File: src/rtl/ysyx_22050598_wb_scoreboard_if.sv
// Result/issue/writeback bundle between the pipeline and the writeback scoreboard.
// Combinational only; master drives requests and results, slave answers with ready and commit state.
// Backpressure is carried by the *_ready signals; the slave owns all of them.
interface ysyx_22050598_wb_scoreboard_if #(
    parameter int ADDR_W = 5,
    parameter int DATA_W = 64,
    parameter int NREG   = 32
);
    logic              issue_valid;
    logic              issue_ready;
    logic [ADDR_W-1:0] issue_rs1_idx;
    logic [ADDR_W-1:0] issue_rs2_idx;
    logic [ADDR_W-1:0] issue_rd_idx;

    logic              alu_valid;
    logic              alu_ready;
    logic [ADDR_W-1:0] alu_rd_idx;
    logic [DATA_W-1:0] alu_rd_data;

    logic              lsu_valid;
    logic              lsu_ready;
    logic [ADDR_W-1:0] lsu_rd_idx;
    logic [DATA_W-1:0] lsu_rd_data;

    logic              write_en;
    logic [ADDR_W-1:0] write_rd_idx;
    logic [DATA_W-1:0] write_rd_data;
    logic [NREG-1:0]   busy_vec;
    logic [ADDR_W:0]   outstanding_cnt;
    logic              wb_err;

    modport master (
        output issue_valid, issue_rs1_idx, issue_rs2_idx, issue_rd_idx,
        output alu_valid, alu_rd_idx, alu_rd_data,
        output lsu_valid, lsu_rd_idx, lsu_rd_data,
        input  issue_ready, alu_ready, lsu_ready,
        input  write_en, write_rd_idx, write_rd_data,
        input  busy_vec, outstanding_cnt, wb_err
    );

    modport slave (
        input  issue_valid, issue_rs1_idx, issue_rs2_idx, issue_rd_idx,
        input  alu_valid, alu_rd_idx, alu_rd_data,
        input  lsu_valid, lsu_rd_idx, lsu_rd_data,
        output issue_ready, alu_ready, lsu_ready,
        output write_en, write_rd_idx, write_rd_data,
        output busy_vec, outstanding_cnt, wb_err
    );
endinterface

File: src/rtl/ysyx_22050598_wb_scoreboard.sv
// Writeback arbiter (LSU over ALU) plus per-register busy scoreboard for RAW/WAW issue stalls.
// Latency: accepted result reaches the regfile port next cycle; busy clear visible one cycle later.
// Backpressure: LSU never stalled, ALU stalled while LSU valid, issue stalled on any busy operand.
module ysyx_22050598_wb_scoreboard #(
    parameter int ADDR_W = 5,
    parameter int DATA_W = 64,
    parameter int NREG   = 32
) (
    input  logic                         clk,
    input  logic                         rst,
    ysyx_22050598_wb_scoreboard_if.slave sb
);
    typedef struct packed {
        logic [ADDR_W-1:0] idx;
        logic [DATA_W-1:0] dat;
    } wb_t;

    localparam logic [ADDR_W:0] CNT_ONE = 1;

    logic [NREG-1:0] busy_q;
    logic [NREG-1:0] busy_set;
    logic [NREG-1:0] busy_clr;
    logic [NREG-1:0] busy_d;
    logic [ADDR_W:0] cnt_q;
    logic [ADDR_W:0] cnt_d;
    logic            wen_q;
    wb_t             wb_q;
    logic            err_q;

    logic            issue_rdy;
    logic            issue_fire;
    logic            set_any;
    logic            acc_vld;
    wb_t             acc_res;
    logic            commit_hit;
    logic            commit_miss;

    // No forwarding: any operand still in flight blocks issue.
    assign issue_rdy  = !busy_q[sb.issue_rs1_idx] && !busy_q[sb.issue_rs2_idx]
                     && !busy_q[sb.issue_rd_idx];
    assign issue_fire = sb.issue_valid && issue_rdy;
    assign set_any    = issue_fire && (sb.issue_rd_idx != '0);

    always_comb begin
        acc_vld = 1'b0;
        acc_res = '0;
        if (sb.lsu_valid) begin
            acc_vld     = 1'b1;
            acc_res.idx = sb.lsu_rd_idx;
            acc_res.dat = sb.lsu_rd_data;
        end else if (sb.alu_valid) begin
            acc_vld     = 1'b1;
            acc_res.idx = sb.alu_rd_idx;
            acc_res.dat = sb.alu_rd_data;
        end
    end

    assign commit_hit  = wen_q && busy_q[wb_q.idx];
    assign commit_miss = wen_q && !busy_q[wb_q.idx];

    always_comb begin
        busy_set = '0;
        busy_clr = '0;
        if (set_any) begin
            busy_set[sb.issue_rd_idx] = 1'b1;
        end
        if (commit_hit) begin
            busy_clr[wb_q.idx] = 1'b1;
        end
        busy_d    = (busy_q & ~busy_clr) | busy_set;
        busy_d[0] = 1'b0;
    end

    always_comb begin
        cnt_d = cnt_q;
        if (set_any && !commit_hit) begin
            cnt_d = cnt_q + CNT_ONE;
        end else if (!set_any && commit_hit) begin
            cnt_d = cnt_q - CNT_ONE;
        end
    end

    always_ff @(posedge clk or negedge rst) begin
        if (!rst) begin
            busy_q <= '0;
            cnt_q  <= '0;
            wen_q  <= 1'b0;
            wb_q   <= '0;
            err_q  <= 1'b0;
        end else begin
            busy_q <= busy_d;
            cnt_q  <= cnt_d;
            wen_q  <= acc_vld && (acc_res.idx != '0);
            if (acc_vld) begin
                wb_q <= acc_res;
            end
            // A commit with nothing outstanding means a producer wrote a register twice or unissued.
            if (commit_miss) begin
                err_q <= 1'b1;
            end
        end
    end

    assign sb.issue_ready     = issue_rdy;
    assign sb.lsu_ready       = 1'b1;
    assign sb.alu_ready       = !sb.lsu_valid;
    assign sb.write_en        = wen_q;
    assign sb.write_rd_idx    = wb_q.idx;
    assign sb.write_rd_data   = wb_q.dat;
    assign sb.busy_vec        = busy_q;
    assign sb.outstanding_cnt = cnt_q;
    assign sb.wb_err          = err_q;
endmodule

File: src/flat_wrapper.sv
// flat-port wrapper written by rule: the top's interface ports become plain ports
module ysyx_22050598_wb_scoreboard_flat 
#(
    parameter int ADDR_W = 5,
    parameter int DATA_W = 64,
    parameter int NREG   = 32
)
  (clk, rst, sb_issue_valid, sb_issue_rs1_idx, sb_issue_rs2_idx, sb_issue_rd_idx, sb_alu_valid, sb_alu_rd_idx, sb_alu_rd_data, sb_lsu_valid, sb_lsu_rd_idx, sb_lsu_rd_data, sb_issue_ready, sb_alu_ready, sb_lsu_ready, sb_write_en, sb_write_rd_idx, sb_write_rd_data, sb_busy_vec, sb_outstanding_cnt, sb_wb_err);
  ysyx_22050598_wb_scoreboard_if #(.ADDR_W(ADDR_W), .DATA_W(DATA_W), .NREG(NREG)) sb_i ();
  input  logic clk;
  input  logic rst;
  input wire logic [$bits(sb_i.issue_valid)-1:0] sb_issue_valid;
  input wire logic [$bits(sb_i.issue_rs1_idx)-1:0] sb_issue_rs1_idx;
  input wire logic [$bits(sb_i.issue_rs2_idx)-1:0] sb_issue_rs2_idx;
  input wire logic [$bits(sb_i.issue_rd_idx)-1:0] sb_issue_rd_idx;
  input wire logic [$bits(sb_i.alu_valid)-1:0] sb_alu_valid;
  input wire logic [$bits(sb_i.alu_rd_idx)-1:0] sb_alu_rd_idx;
  input wire logic [$bits(sb_i.alu_rd_data)-1:0] sb_alu_rd_data;
  input wire logic [$bits(sb_i.lsu_valid)-1:0] sb_lsu_valid;
  input wire logic [$bits(sb_i.lsu_rd_idx)-1:0] sb_lsu_rd_idx;
  input wire logic [$bits(sb_i.lsu_rd_data)-1:0] sb_lsu_rd_data;
  output wire logic [$bits(sb_i.issue_ready)-1:0] sb_issue_ready;
  output wire logic [$bits(sb_i.alu_ready)-1:0] sb_alu_ready;
  output wire logic [$bits(sb_i.lsu_ready)-1:0] sb_lsu_ready;
  output wire logic [$bits(sb_i.write_en)-1:0] sb_write_en;
  output wire logic [$bits(sb_i.write_rd_idx)-1:0] sb_write_rd_idx;
  output wire logic [$bits(sb_i.write_rd_data)-1:0] sb_write_rd_data;
  output wire logic [$bits(sb_i.busy_vec)-1:0] sb_busy_vec;
  output wire logic [$bits(sb_i.outstanding_cnt)-1:0] sb_outstanding_cnt;
  output wire logic [$bits(sb_i.wb_err)-1:0] sb_wb_err;
  assign sb_i.issue_valid = sb_issue_valid;
  assign sb_i.issue_rs1_idx = sb_issue_rs1_idx;
  assign sb_i.issue_rs2_idx = sb_issue_rs2_idx;
  assign sb_i.issue_rd_idx = sb_issue_rd_idx;
  assign sb_i.alu_valid = sb_alu_valid;
  assign sb_i.alu_rd_idx = sb_alu_rd_idx;
  assign sb_i.alu_rd_data = sb_alu_rd_data;
  assign sb_i.lsu_valid = sb_lsu_valid;
  assign sb_i.lsu_rd_idx = sb_lsu_rd_idx;
  assign sb_i.lsu_rd_data = sb_lsu_rd_data;
  assign sb_issue_ready = sb_i.issue_ready;
  assign sb_alu_ready = sb_i.alu_ready;
  assign sb_lsu_ready = sb_i.lsu_ready;
  assign sb_write_en = sb_i.write_en;
  assign sb_write_rd_idx = sb_i.write_rd_idx;
  assign sb_write_rd_data = sb_i.write_rd_data;
  assign sb_busy_vec = sb_i.busy_vec;
  assign sb_outstanding_cnt = sb_i.outstanding_cnt;
  assign sb_wb_err = sb_i.wb_err;
  ysyx_22050598_wb_scoreboard #(.ADDR_W(ADDR_W), .DATA_W(DATA_W), .NREG(NREG)) u_core (.clk(clk), .rst(rst), .sb(sb_i));
endmodule
File: config.mk
export PLATFORM = sky130hd
export DESIGN_NAME = ysyx_22050598_wb_scoreboard_flat
export DESIGN_NICKNAME = d
export VERILOG_FILES = /design/src/rtl/ysyx_22050598_wb_scoreboard_if.sv /design/src/rtl/ysyx_22050598_wb_scoreboard.sv /design/src/flat_wrapper.sv
export SDC_FILE = /design/constraint.sdc
export NUM_CORES = 1
export LEC_CHECK = 0
export CELL_PAD_IN_SITES_DETAIL_PLACEMENT = 0
export CELL_PAD_IN_SITES_GLOBAL_PLACEMENT = 2
export CORE_UTILIZATION = 28
export CTS_BUF_LIST = sky130_fd_sc_hd__clkbuf_2 sky130_fd_sc_hd__clkbuf_4 sky130_fd_sc_hd__clkbuf_8
export DETAILED_ROUTE_END_ITERATION = 6
export PLACE_DENSITY = 0.95
export SLEW_MARGIN = 20
export SYNTH_ARGS = -nofsm -noshare
export SYNTH_HDL_FRONTEND = slang
export SYNTH_SLANG_ARGS = --single-unit
File: constraint.sdc
create_clock -name clk -period 5.7 [get_ports clk]
set_clock_uncertainty 0.05 [all_clocks]
set_input_delay 1.14 -clock clk [delete_from_list [all_inputs] [get_ports clk]]
set_output_delay 1.14 -clock clk [all_outputs]
set_load 0.01 [all_outputs]
==> impl_metrics.yaml <==
grt:
  grt_usage_pct: 19.76
  antenna_found_initial: 2
  grt-ovfl-total: 0
  grt_start_max_net_pins: 98
  grt_pass1_wl_mm: 36.02
  grt_pass1_vias: 6086
timing:
  finalSetupViolCount: 0
  worst_slew_pin_slew_ps: 1009
  relSlewSlack_pct: 32.58
  worst_slack_ps: 405.7
  tns_ps: 0
  period_share_pct: 92.88
  slew_violations: 0
  timing_hold_violations_final: 0
  fmax_mhz: 188.9
  rsz0062_at_grt: "false"
  fin_crit_ps: 5294
critical_path:
  criticalPathCategory: "input port to output port"
  cp_data_arrival_time_ps: 4100
  cp_max_fo: 9
  critPathRequiredTime_ps: 4510
  r2r_slack_ps: 1740
  r2r_end: "u_core.sb.outstanding_cnt[5]"
  cp-end-kind: "output port"
  worstReg2RegStart: "u_core.sb.busy_vec[19]"
  reg2regPathDepth: 14
  critPathLaunchType: "input port"
logic_synthesis:
  ys_ff_latch: 108
  ys_async_sr_fraction_pct: 100.0
  synth.distinct_cells: 58
  ys.flop_type: "dfrtp_1"
  synth_area_per_cell_um2: 9.908
  yosys_warnings: 0
  synth_edf_count: 0
  netlist_instances: 652
  syn-num-nets: 816
  yosysSeqAreaShare_pct: 41.84
  syn-cell-area_um2: 6460
pwr:
  power.leakage_nw: 3.803
  power_density_nw_per_um2: 321.8
  total_power_w: 0.003069
  peakVddDrop_v: 0.0001080
placed_design:
  gp_congestion: 0.9068
  place_ws_ps: 289.7
  portBuffers: 267
  place_area_um2: 9328
  dp_hpwl_mm: 17.64
run_status:
  status: "finished clean"
floorplanning:
  die_h_um: 153.9
  dieArea_um2: 23680
  die_width_um: 153.9
  start_util_pct: 28.53
  io_pins: 270
  core-area_um2: 22640
  fp-row-count: 55
route:
  dr_wl_met3_mm: 2.265
  wl_met2_mm: 11.17
  ant_nets: 0
  drt_iter0_markers: 461
  via_count: 6112
  highest_layer: "met5"
  drcViolationCount: 0
  wl_mm: 23.58
  drt-pass1-iter-count: 5
  routedWlPerCell_um: 20.03
  vias_per_cell: 5.193
  wl_met1_mm: 9.489
cells_and_area:
  nFillCells: 2214
  fin_area_um2: 9539
  final_cell_mix: "264 x clkdlybuf4s50_1, 109 x nand2_1, 108 x dfrtp_1, 89 x mux2i_1, 77 x o21ai_0"
  nets: 1050
  final_common_cell: "clkdlybuf4s50_1"
  areaGrowthSynthToFinish_pct: 47.67
  post_route_cells_drive_above_1_share_pct: 6.285
clocking:
  post_cts_buffers: 0
  clkTransAtPathRegs_ps: 110
  htree_levels: 3
  clkSinkCount: 108
  clock_path_buffers: 2
  cts_buffers: 9
  cts_tree: "yes"
  hold_buffers: 0
  clk_latency_ps: 380
  cts_resized: 0
  cts_root_buf: "clkbuf_8"
run:
  maxCapViolations: 0
hold_path:
  hold_end: "u_core.sb.wb_err"
  hold_depth: 1
  holdCritStartpoint: "u_core.sb.wb_err"
  min_path_type: "register to register"
==> state kept, by name, summed over array words and instances, names as in the netlist <==
signal and count:
u_core.sb.write_rd_data 64, u_core.sb.wb_err 1, u_core.sb.write_rd_idx 5, u_core.sb.outstanding_cnt 6, u_core.sb.busy_vec 31, u_core.sb.write_en 1
==> how the worst max path moves through the flow <==
stage                   startpoint                      endpoint  slack, ps
2_1_floorplan  sb_issue_rs1_idx[2]  u_core.sb.outstanding_cnt[5]       1080
3_3_place_gp   sb_issue_rs2_idx[0]  u_core.sb.outstanding_cnt[5]        400
3_5_place_dp    sb_issue_rd_idx[1]  u_core.sb.outstanding_cnt[5]        290
4_1_cts        sb_issue_rs2_idx[0]                sb_issue_ready        410
5_1_grt         sb_issue_rd_idx[1]                sb_issue_ready        240
6_report       sb_issue_rs2_idx[0]                sb_issue_ready        410
==> synth_stat cells, types with 3 or more instances <==
| library cell | instances | area, µm² |
|---|---|---|
| nand2b_1 | 7 | 43.79 |
| clkbuf_1 | 40 | 150.1 |
| mux4_2 | 13 | 292.8 |
| dfrtp_1 | 108 | 2703 |
| inv_1 | 7 | 26.28 |
| or4_1 | 4 | 30.03 |
| a22oi_1 | 6 | 45.04 |
| buf_1 | 5 | 18.77 |
| xnor2_1 | 3 | 26.28 |
| nand2_1 | 109 | 409.1 |
| nand3_1 | 7 | 35.03 |
| nor3b_1 | 3 | 22.52 |
| nor3_1 | 4 | 20.02 |
| mux2_2 | 4 | 45.04 |
| and3_1 | 3 | 18.77 |
| mux2i_1 | 89 | 890.9 |
| o21ai_0 | 77 | 385.4 |
| o41ai_1 | 4 | 35.03 |
| or3_1 | 3 | 18.77 |
| nand4_1 | 5 | 31.28 |
| nand3b_1 | 5 | 37.54 |
| buf_2 | 6 | 30.03 |
| mux4_1 | 3 | 78.83 |
| nor2b_1 | 8 | 50.05 |
| ha_1 | 5 | 62.56 |
| a21oi_1 | 4 | 20.02 |
| mux2_1 | 6 | 67.56 |
| o31ai_1 | 59 | 442.9 |
| nor2_1 | 13 | 48.80 |
==> cells by family after synthesis <==
logic type / share of synthesized area (%)
DFF: 41.84
buffers and inverters: 4.532
adders and majority gates: 1.278
xor gates and xnor gates: 0.6780
AOI/OAI and AO/OA: 16.62
and+or+nand+nor: 13.66
other: 0.1163
muxes: 21.29
==> power by group <==
group / total [W] / internal, W / leakage, nW / switching [W]
sequential: 0.00125 / 0.000937 / 1.26 / 0.000310
clock: 0.000512 / 0.000219 / 0.0991 / 0.000293
combinational: 0.00131 / 0.000744 / 2.44 / 0.000567
==> metrics by stage <==
step | util (%) | hold slack [ps] | std cells
floorplan | - | 443.2 | 652
global placement | 41.20 | 393.2 | 1160
detailed placement | 41.20 | 397.3 | 1160
CTS | 42.12 | 424.4 | 1176
global route | 42.13 | 438.1 | 1177
finish | 42.13 | 415.7 | 1177
==> final cells by class <==
cell class / instances / area [µm²] / share of cell area (%)
antenna: 1 / 2.502 / 0.02623
multi-input combinational: 480 / 3480 / 36.48
inverter: 7 / 26.28 / 0.2754
sequential: 108 / 2703 / 28.33
tap: 285 / 356.6 / 3.738
timing repair buffer: 280 / 2763 / 28.96
clock buffer: 10 / 137.6 / 1.443
clock inverter: 6 / 71.32 / 0.7476
==> critical path, cell delays in order <==
cell and delay [ps]:
clkdlybuf4s50_1 740, mux4_1 610, mux2_2 270, nand3_1 90, and3_1 160, nand4_1 160, buf_4 230, nor2_1 130
clkdlybuf4s50_1 560
==> layer usage <==
layer | GRT usage (%) | vias to the layer above
li1 | - | 2862
met1 | 24.60 | 2913
met2 | 31.71 | 297
met3 | 6.623 | 38
met4 | 7.286 | 2
met5 | 0 | -
Note: power is estimated with default switching activity, not from simulation.
